[src/rtl/pnr_pkg.sv]
// Shared types and default widths for the PNR trigger sequencer.
package pnr_pkg;

  localparam int PNR_DLY_W = 16;
  localparam int PNR_CNT_W = 32;

  typedef enum logic [2:0] {
    ST_IDLE    = 3'd0,
    ST_ARMED   = 3'd1,
    ST_DELAY   = 3'd2,
    ST_HOLDOFF = 3'd3,
    ST_DONE    = 3'd4
  } pnr_state_e;

endpackage

[src/rtl/pnr_edge_sync.sv]
// Two-flop resynchroniser plus rising-edge detector for the external trigger.
// rise_o is high in the first cycle the synchronised level is 1 after being 0.
// A level that is already high when reset releases is not an edge: a low must
// be observed on a post-release sample before any rise is reported.
module pnr_edge_sync (
  input  logic ADC_CLK,
  input  logic rst_i,
  input  logic async_i,
  output logic rise_o
);

  logic s1, s2, prev;
  logic v1, v2;       // s1 / s2 hold a sample taken after reset release
  logic seen_low;     // a valid low has been seen since release

  // synchroniser chain, edge history and post-release qualification
  always_ff @(posedge ADC_CLK or posedge rst_i) begin
    if (rst_i) begin
      s1       <= 1'b0;
      s2       <= 1'b0;
      prev     <= 1'b0;
      v1       <= 1'b0;
      v2       <= 1'b0;
      seen_low <= 1'b0;
    end else begin
      s1       <= async_i;
      s2       <= s1;
      prev     <= s2;
      v1       <= 1'b1;
      v2       <= v1;
      seen_low <= seen_low | (v2 & ~s2);
    end
  end

  assign rise_o = s2 & ~prev & seen_low;

endmodule

[src/rtl/pnr_trigger_sequencer.sv]
// PNR trigger sequencer: arms on arm_i, turns each accepted external edge into
// a trigger_o clear pulse followed D cycles later by a delayed_trigger_o sample
// pulse, then a holdoff window, until the shot limit is reached or stop_i.
// Optional feature: define PNR_SEQ_MISSED_CNT_EN to build the missed-edge
// counter; otherwise missed_cnt_o is tied to zero.
module pnr_trigger_sequencer
  import pnr_pkg::*;
#(
  parameter int DLY_W = PNR_DLY_W,
  parameter int CNT_W = PNR_CNT_W
) (
  input  logic             ADC_CLK,
  input  logic             rst_i,
  input  logic             ext_trig_i,
  input  logic             arm_i,
  input  logic             stop_i,
  input  logic [DLY_W-1:0] trig_delay_i,
  input  logic [DLY_W-1:0] holdoff_i,
  input  logic [CNT_W-1:0] shot_limit_i,
  input  logic             fifo_full_i,
  output logic             trigger_o,
  output logic             delayed_trigger_o,
  output logic             armed_o,
  output logic             busy_o,
  output logic             done_o,
  output logic [CNT_W-1:0] shot_cnt_o,
  output logic [CNT_W-1:0] missed_cnt_o
);

  pnr_state_e       state, state_nxt;
  logic [DLY_W-1:0] cnt, cnt_nxt;          // shared delay / holdoff down-counter
  logic [DLY_W-1:0] hold_lat, hold_lat_nxt;
  logic [CNT_W-1:0] shot_nxt, shot_inc;
  logic             trig_nxt, dtrig_nxt;
  logic             trig_rise;

  pnr_edge_sync u_sync (
    .ADC_CLK (ADC_CLK),
    .rst_i   (rst_i),
    .async_i (ext_trig_i),
    .rise_o  (trig_rise)
  );

  assign shot_inc = (&shot_cnt_o) ? shot_cnt_o : shot_cnt_o + 1'b1;

  // next-state, counter and pulse decode
  always_comb begin
    state_nxt    = state;
    cnt_nxt      = cnt;
    hold_lat_nxt = hold_lat;
    shot_nxt     = shot_cnt_o;
    trig_nxt     = 1'b0;
    dtrig_nxt    = 1'b0;
    if (stop_i) begin
      // abort wins over everything, including a same-cycle arm
      state_nxt = ST_IDLE;
    end else begin
      case (state)
        ST_IDLE, ST_DONE: begin
          if (arm_i) begin
            state_nxt = ST_ARMED;
            shot_nxt  = '0;
          end
        end
        ST_ARMED: begin
          if (trig_rise && !fifo_full_i) begin
            trig_nxt     = 1'b1;
            state_nxt    = ST_DELAY;
            // delay of 0 behaves as 1; counter reaches 0 in the cycle before the sample
            cnt_nxt      = (trig_delay_i == '0) ? '0 : trig_delay_i - 1'b1;
            hold_lat_nxt = holdoff_i;
          end
        end
        ST_DELAY: begin
          if (cnt == '0) begin
            dtrig_nxt = 1'b1;
            shot_nxt  = shot_inc;
            if (hold_lat == '0) begin
              state_nxt = (shot_limit_i != '0 && shot_inc == shot_limit_i) ? ST_DONE : ST_ARMED;
            end else begin
              state_nxt = ST_HOLDOFF;
              cnt_nxt   = hold_lat - 1'b1;
            end
          end else begin
            cnt_nxt = cnt - 1'b1;
          end
        end
        ST_HOLDOFF: begin
          if (cnt == '0) begin
            state_nxt = (shot_limit_i != '0 && shot_cnt_o == shot_limit_i) ? ST_DONE : ST_ARMED;
          end else begin
            cnt_nxt = cnt - 1'b1;
          end
        end
        default: state_nxt = ST_IDLE;
      endcase
    end
  end

  // state, shot counter and registered outputs
  always_ff @(posedge ADC_CLK or posedge rst_i) begin
    if (rst_i) begin
      state             <= ST_IDLE;
      cnt               <= '0;
      hold_lat          <= '0;
      shot_cnt_o        <= '0;
      trigger_o         <= 1'b0;
      delayed_trigger_o <= 1'b0;
      armed_o           <= 1'b0;
      busy_o            <= 1'b0;
      done_o            <= 1'b0;
    end else begin
      state             <= state_nxt;
      cnt               <= cnt_nxt;
      hold_lat          <= hold_lat_nxt;
      shot_cnt_o        <= shot_nxt;
      trigger_o         <= trig_nxt;
      delayed_trigger_o <= dtrig_nxt;
      armed_o           <= (state_nxt == ST_ARMED);
      busy_o            <= (state_nxt == ST_DELAY) || (state_nxt == ST_HOLDOFF);
      done_o            <= (state_nxt == ST_DONE);
    end
  end

`ifdef PNR_SEQ_MISSED_CNT_EN
  logic miss_clr, miss_inc;

  // an edge is missed when the FIFO is full in ARMED or a shot is in flight
  always_comb begin
    miss_clr = !stop_i && arm_i && (state == ST_IDLE || state == ST_DONE);
    miss_inc = !stop_i && trig_rise &&
               ((state == ST_ARMED && fifo_full_i) ||
                state == ST_DELAY || state == ST_HOLDOFF);
  end

  // saturating missed-edge counter, cleared on arm
  always_ff @(posedge ADC_CLK or posedge rst_i) begin
    if (rst_i)                          missed_cnt_o <= '0;
    else if (miss_clr)                  missed_cnt_o <= '0;
    else if (miss_inc && !(&missed_cnt_o)) missed_cnt_o <= missed_cnt_o + 1'b1;
  end
`else
  assign missed_cnt_o = '0;
`endif

endmodule

[config.mk]
export PLATFORM = sky130hd
export DESIGN_NAME = pnr_trigger_sequencer
export DESIGN_NICKNAME = d
export VERILOG_FILES = /design/src/rtl/pnr_pkg.sv /design/src/rtl/pnr_edge_sync.sv /design/src/rtl/pnr_trigger_sequencer.sv
export SDC_FILE = /design/constraint.sdc
export NUM_CORES = 1
export LEC_CHECK = 0
export CORE_MARGIN = 3
export CORE_UTILIZATION = 56
export DETAILED_ROUTE_END_ITERATION = 8
export HOLD_SLACK_MARGIN = 0.15
export PLACE_DENSITY = 0.88
export RECOVER_POWER = 50
export SLEW_MARGIN = 20
export SYNTH_ARGS = -nofsm -noshare
export SYNTH_HDL_FRONTEND = slang
export SYNTH_SLANG_ARGS = --single-unit
export TNS_END_PERCENT = 10
[constraint.sdc]
create_clock -name ADC_CLK -period 9.5 [get_ports ADC_CLK]
set_clock_uncertainty 0.05 [all_clocks]
set_input_delay 1.9 -clock ADC_CLK [delete_from_list [all_inputs] [get_ports ADC_CLK]]
set_output_delay 1.9 -clock ADC_CLK [all_outputs]
set_load 0.02 [all_outputs]
### Word level (Yosys, flattened, before mapping)

Cells that the tools add are included.

| word-level totals | value |
|---|---|
| flip-flop bits (word level) | 78 |
| logic and storage cells | 83 |

| operators by class | value |
|---|---|
| $add $sub $neg | 4 |
| equal/unequal tests | 15 |
| mux-type cells | 25 |
| bitwise gates (word level) | 7 |
| reduce and logical (&&, ||, !) cells | 17 |

Operators by type and width:

| cell | count |
|---|---|
| 32-bit 2-to-1 mux | 3 |
| 16-bit 2-to-1 mux | 5 |
| 32-bit equality test | 2 |
| 32-bit one-hot mux with 2 select lines | 1 |
| 16-bit zero test | 3 |
| 16-bit one-hot mux with 3 select lines | 1 |
| 16-bit by 1-bit subtractor with 16-bit output (second input constant) | 3 |
| 32-bit by 1-bit adder with 32-bit output (second input constant) | 1 |
| 32-bit AND reduction | 1 |
| 32-bit nonzero test | 1 |
| 3-bit 2-to-1 mux | 8 |
| 3-bit by 2-bit equality test with 1-bit output (second input constant) | 4 |
| 3-bit one-hot mux with 4 select lines | 1 |
| 2-bit != test (second input constant) | 4 |
| 3-bit by 1-bit equality test with 1-bit output (second input constant) | 2 |
| 3-bit equality test (second input constant) | 2 |
| 1-bit 2-to-1 mux | 6 |
| 5-bit AND reduction | 1 |
| 4-bit AND reduction | 1 |
| 1-bit AND | 3 |
| 1-bit logical AND | 3 |
| 3-bit zero test | 1 |
| 3-bit != test (second input constant) | 1 |
| 1-bit inverter | 3 |
| other kinds (7) | 7 |

### Longest topological paths before layout

Gate-level depths: netlist (run 1).

| depth | value |
|---|---|
| depth in word-level cells | 11 |
| mapped depth | 14 |
| depth with buffers taken out | 12 |

### Hierarchy

A second synthesis (run 1) with hierarchy kept.

| unflattened totals | value |
|---|---|
| cell total of the unflattened synthesis | 799 |
| area, all modules | 6351.1 um^2 |

Modules (own cells, without submodules):

| module | instances | cells each | area an instance (um^2) | seq. area each (um^2) |
|---|---|---|---|---|
| pnr_trigger_sequencer | 1 | 788 | 6169.7 | 1801.7 |
| pnr_edge_sync | 1 | 11 | 181.4 | 150.1 |

### Worst setup path before layout (run 1)

OpenSTA, ideal clock, no wires.

| timing path | value |
|---|---|
| kind | input-to-reg |
| start point | input shot_limit_i[30] |
| end point | register armed_o |
| arrival time | 3.608 ns |
| required time | 9.319 ns |
| path slack | 5.711 ns |
| stages | 8 |
| buffers on the path | 0 |
| cells stage by stage | xor2_1 -> o41a_1 -> a221o_1 -> nor4_1 -> nand4_1 -> or4b_1 -> o41ai_2 -> a21oi_1 |

| between the ends | value |
|---|---|
| longest elaborated chain between the ends | 8 |
| elaborated cells between the ends (all ways) | 13 |
| those cells by class | eq/ne: 3; mux: 7; reduce/logical: 3 |

RTL lines:

| what | RTL line | text |
|---|---|---|
| from (decl) | pnr_trigger_sequencer.sv:19 | `input logic [CNT_W-1:0] shot_limit_i,` |
| 32-bit equality test or 32-bit nonzero test (tied branches) | pnr_trigger_sequencer.sv:79, pnr_trigger_sequencer.sv:90 |  |
| 1-bit logical AND | pnr_trigger_sequencer.sv:79 | `state_nxt = (shot_limit_i != '0 && shot_inc == shot_limit_i) ? ST_DONE : ST_ARMED;` |
| 3-bit 2-to-1 mux | pnr_trigger_sequencer.sv:79 |  |
| 3-bit 2-to-1 mux | pnr_trigger_sequencer.sv:78 | `if (hold_lat == '0) begin` |
| 3-bit 2-to-1 mux | pnr_trigger_sequencer.sv:75 | `if (cnt == '0) begin` |
| 3-bit one-hot mux with 4 select lines (*) | pnr_trigger_sequencer.sv:58 | `case (state)` |
| 3-bit 2-to-1 mux (*) | pnr_trigger_sequencer.sv:54 | `if (stop_i) begin` |
| 3-bit by 1-bit equality test with 1-bit output (*) | pnr_trigger_sequencer.sv:119 | `armed_o <= (state_nxt == ST_ARMED);` |
| to (signal assigned) | pnr_trigger_sequencer.sv:119 |  |
| to (decl) | pnr_trigger_sequencer.sv:23 | `output logic armed_o,` |

Mark *: on every way between the ends. The rest lies on a longest branch, timed or not.
A chain may end at the register's enable or synchronous reset.

==> flow_summary.yaml, run 1 <==
global_routing:
  grt_max_degree: 79
  grt.total_usage_pct: 33.0
  gr-total-overflow: 0
  grt_pass1_vias: 6090
  antenna_found_initial: 0
  grt_pass1_wl_um: 33000
cells_and_area:
  final_util_pct: 69.7
  fin_nets: 932
  final_layout_size_suffix_gt1_share_pct: 4.98
  final_cell_mix: "104 x nand2_1, 91 x clkdlybuf4s50_1, 78 x dfrtp_1"
  area_growth_pct: 18.5
  layout_commonest_cell: "nand2_1"
  antenna_cells: 0
  n_fill_cell: 860
  multi_input_area_um2: 3840
  regArea_um2: 1950
die:
  die_width_um: 111
  placementRows: 37
  io_pins: 139
  initial_utilization_pct: 58.8
  die_h_um: 111
  dieArea_um2: 12300
  coreArea_um2: 10500
pwr:
  ir_worst_vdd_uv: 97.1
  finalPower_mw: 0.883
  power.leakage_nw: 2.89
  p_per_area_nw_per_um2: 121
worst_setup_path:
  worst-path-buf-inv: 3
  cp_cell_sequence: "dlygate4sd3_1, clkinv_1, clkbuf_1"
  cp_top_family: "buffers and inverters"
  timing.rr.start: "shot_cnt_o[10]"
  arrival_ns: 5.56
  worstPathRequired_ns: 8.91
  critPathKind: "input port to async pin"
  cpMaxStageDelayCell: "clkbuf_1"
  crit_start: "rst_i"
  path_max_fanout: 78
  critPathCapture: "shot_cnt_o[1]"
  rr_endpoint: "armed_o"
  cp-end-kind: "async pin"
  reg2reg_slack_ns: 4.88
  crit_cells: 3
  rr_worst_depth: 8
  max_stage_delay_ns: 3.04
  start_kind: "input port"
yosys:
  synth-warning-count: 0
  syn_avg_cell_area_um2: 7.92
  synth_top_area_share_pct: 31.6
  async_reset_ff_share_pct: 100
  synthTopCellsByArea: "dfrtp_1 32%, xnor2_1 6.9%, nand2_1 6.3%"
  syn-instance-count: 780
  synth_cell_types: 71
  synth_edf_count: 0
  yosys_register_bits: 78
  synth.largest_area_cell: "dfrtp_1"
  ys.flop_type: "dfrtp_1"
  synth-seq-area-share_pct: 31.6
  syn_area_um2: 6180
routing:
  ant_nets: 0
  drt_iter0_drc: 824
  wl_um: 20600
  vias: 6533
  drc: 0
  via_per_inst: 6.54
  first_pass_iters: 5
  wl_per_cell_um: 20.6
clock_network:
  clk_path_buf_depth: 2
  clock-root-buffer: "clkbuf_8"
  postCtsResizedCells: 0
  cts_setup_buffers: 0
  cts.htree.levels: 3
  cts_tree: "yes"
  clock-sinks: 78
  clk_latency_ns: 0.38
  clk_pin_slew_ns: 0.09
  cts_buffers: 9
  hold_buffers: 0
timing:
  fmax_mhz: 163
  finalCritPeriodShare_pct: 64.7
  hold_viol_final: 0
  setup_viol: 0
  rsz0062_at_grt: "false"
  tightest_slew_ns: 4.34
  setup_slack_ns: 3.35
  relSlewSlack_pct: -189
  tns_ns: 0
  period_minus_slack_ns: 6.15
  finalMaxSlewViolations: 79
placement:
  place_ws_ns: 4.81
  port_buffers: 106
  dp.final_hpwl_um: 15300
  gp_congestion: 0.972
job:
  maxCapViolations: 1
hold_path:
  min_path_type: "flip-flop to flip-flop"
  min_from: "u_sync.v1"
run_status:
  violations: "capacitance limit, slew limit"
  status: "finished with violations"
==> sequential cells by signal, summed over array words and instances, names as in the netlist <==
signal / flops
cnt: 16
shot_cnt_o: 32
done_o: 1
hold_lat: 16
u_sync.v2: 1
u_sync.prev: 1
u_sync.v1: 1
trigger_o: 1
armed_o: 1
u_sync.s2: 1
u_sync.s1: 1
delayed_trigger_o: 1
state: 3
busy_o: 1
u_sync.seen_low: 1
==> layer usage <==
layer,global-route usage [%],share of wire (%),up-vias
met5,0,0,-
met4,8.68,1.9,0
met3,7.59,11,44
met2,48.3,44,454
met1,49.1,43,3108
li1,-,-,2927
==> power breakdown <==
group          switching, mW  internal (mW)
combinational          0.125         0.0944
clock                  0.147         0.0976
sequential            0.0468          0.372
==> cell type report <==
| type | count | area share [%] |
|---|---|---|
| Clock inverter | 7 | 0.768 |
| Sequential cell | 78 | 26.6 |
| Clock buffer | 9 | 1.69 |
| Timing Repair Buffer | 111 | 14.9 |
| Inverter | 23 | 1.18 |
| Tap cell | 136 | 2.32 |
| Multi-Input combinational cell | 635 | 52.5 |
==> cell usage after synthesis, types with 9 or more instances <==
master      n
nor4_1     22
buf_4      33
xnor2_1    49
xor2_1     27
nor3_1     26
o31ai_1    16
or3_1      13
a21oi_1    39
dfrtp_1    78
nand3_1    18
nand4_1    19
o22ai_1     9
nor2_1     59
clkbuf_1   33
nand2_1   104
a211oi_1   10
o21ai_0    63
inv_1      21
==> how the worst min path moves through the flow <==
| stage | depth (start not counted) | slack (ns) | endpoint |
|---|---|---|---|
| 4_1_cts | 0 | 0.32 | u_sync.s2 |
| 2_1_floorplan | 0 | 0.28 | u_sync.s2 |
| 3_5_place_dp | 0 | 0.29 | u_sync.v2 |
| 3_3_place_gp | 0 | 0.30 | u_sync.s2 |
| 6_report | 0 | 0.32 | u_sync.v2 |
| 5_1_grt | 0 | 0.33 | u_sync.v2 |
==> logic make-up (layout without fill, tap and decap cells) <==
| family | count (synthesis) | after routing | share of synthesized area, % |
|---|---|---|---|
| and+or+nand+nor | 314 | 314 | 26.2 |
| AOI/OAI and AO/OA | 202 | 202 | 21.3 |
| buffers and inverters | 98 | 150 | 8.22 |
| DFF | 78 | 78 | 31.6 |
| xor gates and xnor gates | 76 | 76 | 10.8 |
| muxes | 6 | 6 | 0.992 |
| adders and majority gates | 4 | 4 | 0.810 |
| other | 2 | 33 | 0.122 |
==> per-stage QoR <==
step	hold slack, ns	instances	area [µm²]
4_1_cts	0.321	999	7330
3_3_place_gp	0.295	983	7150
5_1_grt	0.335	999	7330
2_1_floorplan	0.281	811	6300
6_report	0.319	999	7330
3_5_place_dp	0.292	983	7150
Note: power is estimated with default switching activity, not from simulation.
==> run 2, diff against run 1 <==
- CORE_UTILIZATION: 56 -> 52
- PLACE_DENSITY: 0.88 -> 0.82
- clock period: 9.5 -> 5.7 ns (I/O delays scaled with it)
==> run 2 against run 1 <==
  * The flow still finishes with violations (capacitance limit, slew limit)
  * Clock power up 150%
  * Power rose by 90%
  * Die area increased by 7.3%
  * Clock-buffer cell count unchanged
  * Cell area up 2.3%
  * First-iteration DRC count grew 2.2%
  * Core utilization shrank 4.7 points
  * Via count shrank 0.81%
  * Worst hold slack worse by 0.012 ns
  * Cell count is 1.2% higher
  * Sequential share of layout area decreased by 0.59 points
  * Non-clock buffer count is 5 higher
  * Largest cell class unchanged
==> flow_summary.yaml, run 2 (same netlist as run 1, synthesis figures left out) <==
cells_and_area:
  top_register: "shot_cnt_o"
  layout_commonest_cell: "nand2_1"
  final_util_pct: 65.1
  reg.largest.list: "shot_cnt_o: 32 flops, cnt: 16 flops, hold_lat: 16 flops"
  design_area_um2: 7490
  antenna_cells: 0
  final_cell_mix: "104 x nand2_1, 91 x clkdlybuf4s50_1, 78 x dfrtp_1"
  finalNonFillerCells: 1011
  largest_reg_flops: 32
  final_layout_size_suffix_gt1_share_pct: 5.53
  area_growth_pct: 21.2
  fin_nets: 937
pwr:
  p_comb_share_pct: 22.0
  ir_worst_vdd_uv: 202
  internal_power_mw: 1.13
  p_sw_mw: 0.552
  swShare_pct: 32.9
  p_per_area_nw_per_um2: 224
  p_seq_share_pct: 41.7
  power.leakage_nw: 2.97
  power_frac_clock_pct: 36.3
worst_setup_path:
  cp-end-kind: "async pin"
  crit_cells: 3
  rr_endpoint: "shot_cnt_o[17]"
  worstPathRequired_ns: 5.78
  timing.rr.start: "cnt[0]"
  critPathKind: "input port to async pin"
  cpMaxStageDelayCell: "clkbuf_1"
  start_kind: "input port"
  rr_worst_depth: 11
  path_max_fanout: 48
  cp_cell_sequence: "dlygate4sd3_1, clkinvlp_2, clkbuf_1"
  arrival_ns: 4.36
  max_stage_delay_ns: 1.35
  worst-path-buf-inv: 3
  reg2reg_slack_ns: 1.74
  cp_top_family: "buffers and inverters"
timing:
  hold_viol_final: 0
  setup_viol: 0
  finalCritPeriodShare_pct: 75.0
  period_minus_slack_ns: 4.27
  fmax_mhz: 234
  rsz0062_at_grt: "false"
  tightest_slew_ns: 2.26
  tns_ns: 0
  setup_slack_ns: 1.43
  finalMaxSlewViolations: 81
  relSlewSlack_pct: -51.5
hold_path:
  min_to: "u_sync.v2"
  min_from: "u_sync.v1"
  min_path_type: "flip-flop to flip-flop"
  hold_depth: 0
placement:
  dp.final_hpwl_um: 16100
  port_buffers: 106
  post_dp_cell_area_um2: 7190
  gp_congestion: 0.979
  place_ws_ns: 1.88
  place_inst: 995
routing:
  via_per_inst: 6.41
  drc: 0
  ant_nets: 0
  wl_um: 21400
  first_pass_iters: 6
  vias: 6480
  drt_iter0_drc: 842
  wl_per_cell_um: 21.1
die:
  die_h_um: 115
  die_width_um: 115
  io_pins: 139
  placementRows: 39
  coreArea_um2: 11500
  dieArea_um2: 13200
  initial_utilization_pct: 53.7
global_routing:
  grt_max_degree: 49
  gr-total-overflow: 0
  grt_pass1_wl_um: 33400
  antenna_found_initial: 0
  grt_pass1_vias: 5980
  grt.total_usage_pct: 32.4
clock_network:
  cts.htree.levels: 3
  hold_buffers: 0
  postCtsResizedCells: 0
  clock-root-buffer: "clkbuf_16"
  cts_setup_buffers: 0
  cts_buffers: 9
  cts_tree: "yes"
  clk_path_buf_depth: 2
  clk_latency_ns: 0.36
  clock-sinks: 78
  clk_pin_slew_ns: 0.06
run_status:
  status: "finished with violations"
  violations: "capacitance limit, slew limit"
job:
  maxCapViolations: 2
## run 2: cell types whose count changed in the layout (fill, tap and decap cells not counted), sizes merged
cell,delta
inv,+1
buf,+5
clkinvlp,-1
bufinv,+1
clkinv,-1
## run 2: through the flow
| stage | hold WS (ns) | power [mW] |
|---|---|---|
| detailed placement | 0.288 | 1.07 |
| global placement | 0.290 | 1.05 |
| global route | 0.316 | 1.76 |
| CTS | 0.312 | 1.68 |
| floorplan | 0.281 | 0.939 |
| finish | 0.307 | 1.68 |
## run 2: power groups by stage
stage	Combinational, mW	Sequential (mW)	Clock [mW]
global route	0.406	0.710	0.644
CTS	0.365	0.695	0.615
detailed placement	0.362	0.704	0
finish	0.370	0.699	0.609
global placement	0.350	0.699	0
floorplan	0.254	0.685	0
## run 2: layer usage
metal / up-vias / part of all wire, % / track usage [%]
li1: 2952 / - / -
met1: 3118 / 45 / 47.5
met2: 374 / 45 / 48.9
met3: 36 / 9.0 / 7.00
met4: 0 / 1.9 / 7.98
met5: - / 0 / 0
## run 2: final cells by class
cell class              instances  area [µm²]
flip-flops and latches         78        1950
inverters                      23        87.6
fillers                      1012        4020
multi-input cells             635        3840
clock buffers                   9         225
clock inverters                 7        80.1
repair buffers                116        1130
well taps                     143         179
## run 2: worst register-to-register path: cells and delay by family, from the launching register on
kind | cells | cell delay (ns)
compound gates | 1 | 0.35
fa+ha+maj | 1 | 0.15
buf+inv | 3 | 0.74
flops | 1 | 0.41
simple gates | 6 | 2.14
## run 2: worst max path at each step
| stage | start | to | slack, ns |
|---|---|---|---|
| after detailed placement | shot_limit_i[15] | armed_o | 1.88 |
| final | rst_i | delayed_trigger_o | 1.43 |
| after global placement | shot_limit_i[15] | armed_o | 1.82 |
| after floorplan | shot_cnt_o[12] | armed_o | 2.43 |
| after CTS | cnt[0] | shot_cnt_o[16] | 1.89 |
| after global routing | rst_i | shot_cnt_o[4] | 0.89 |
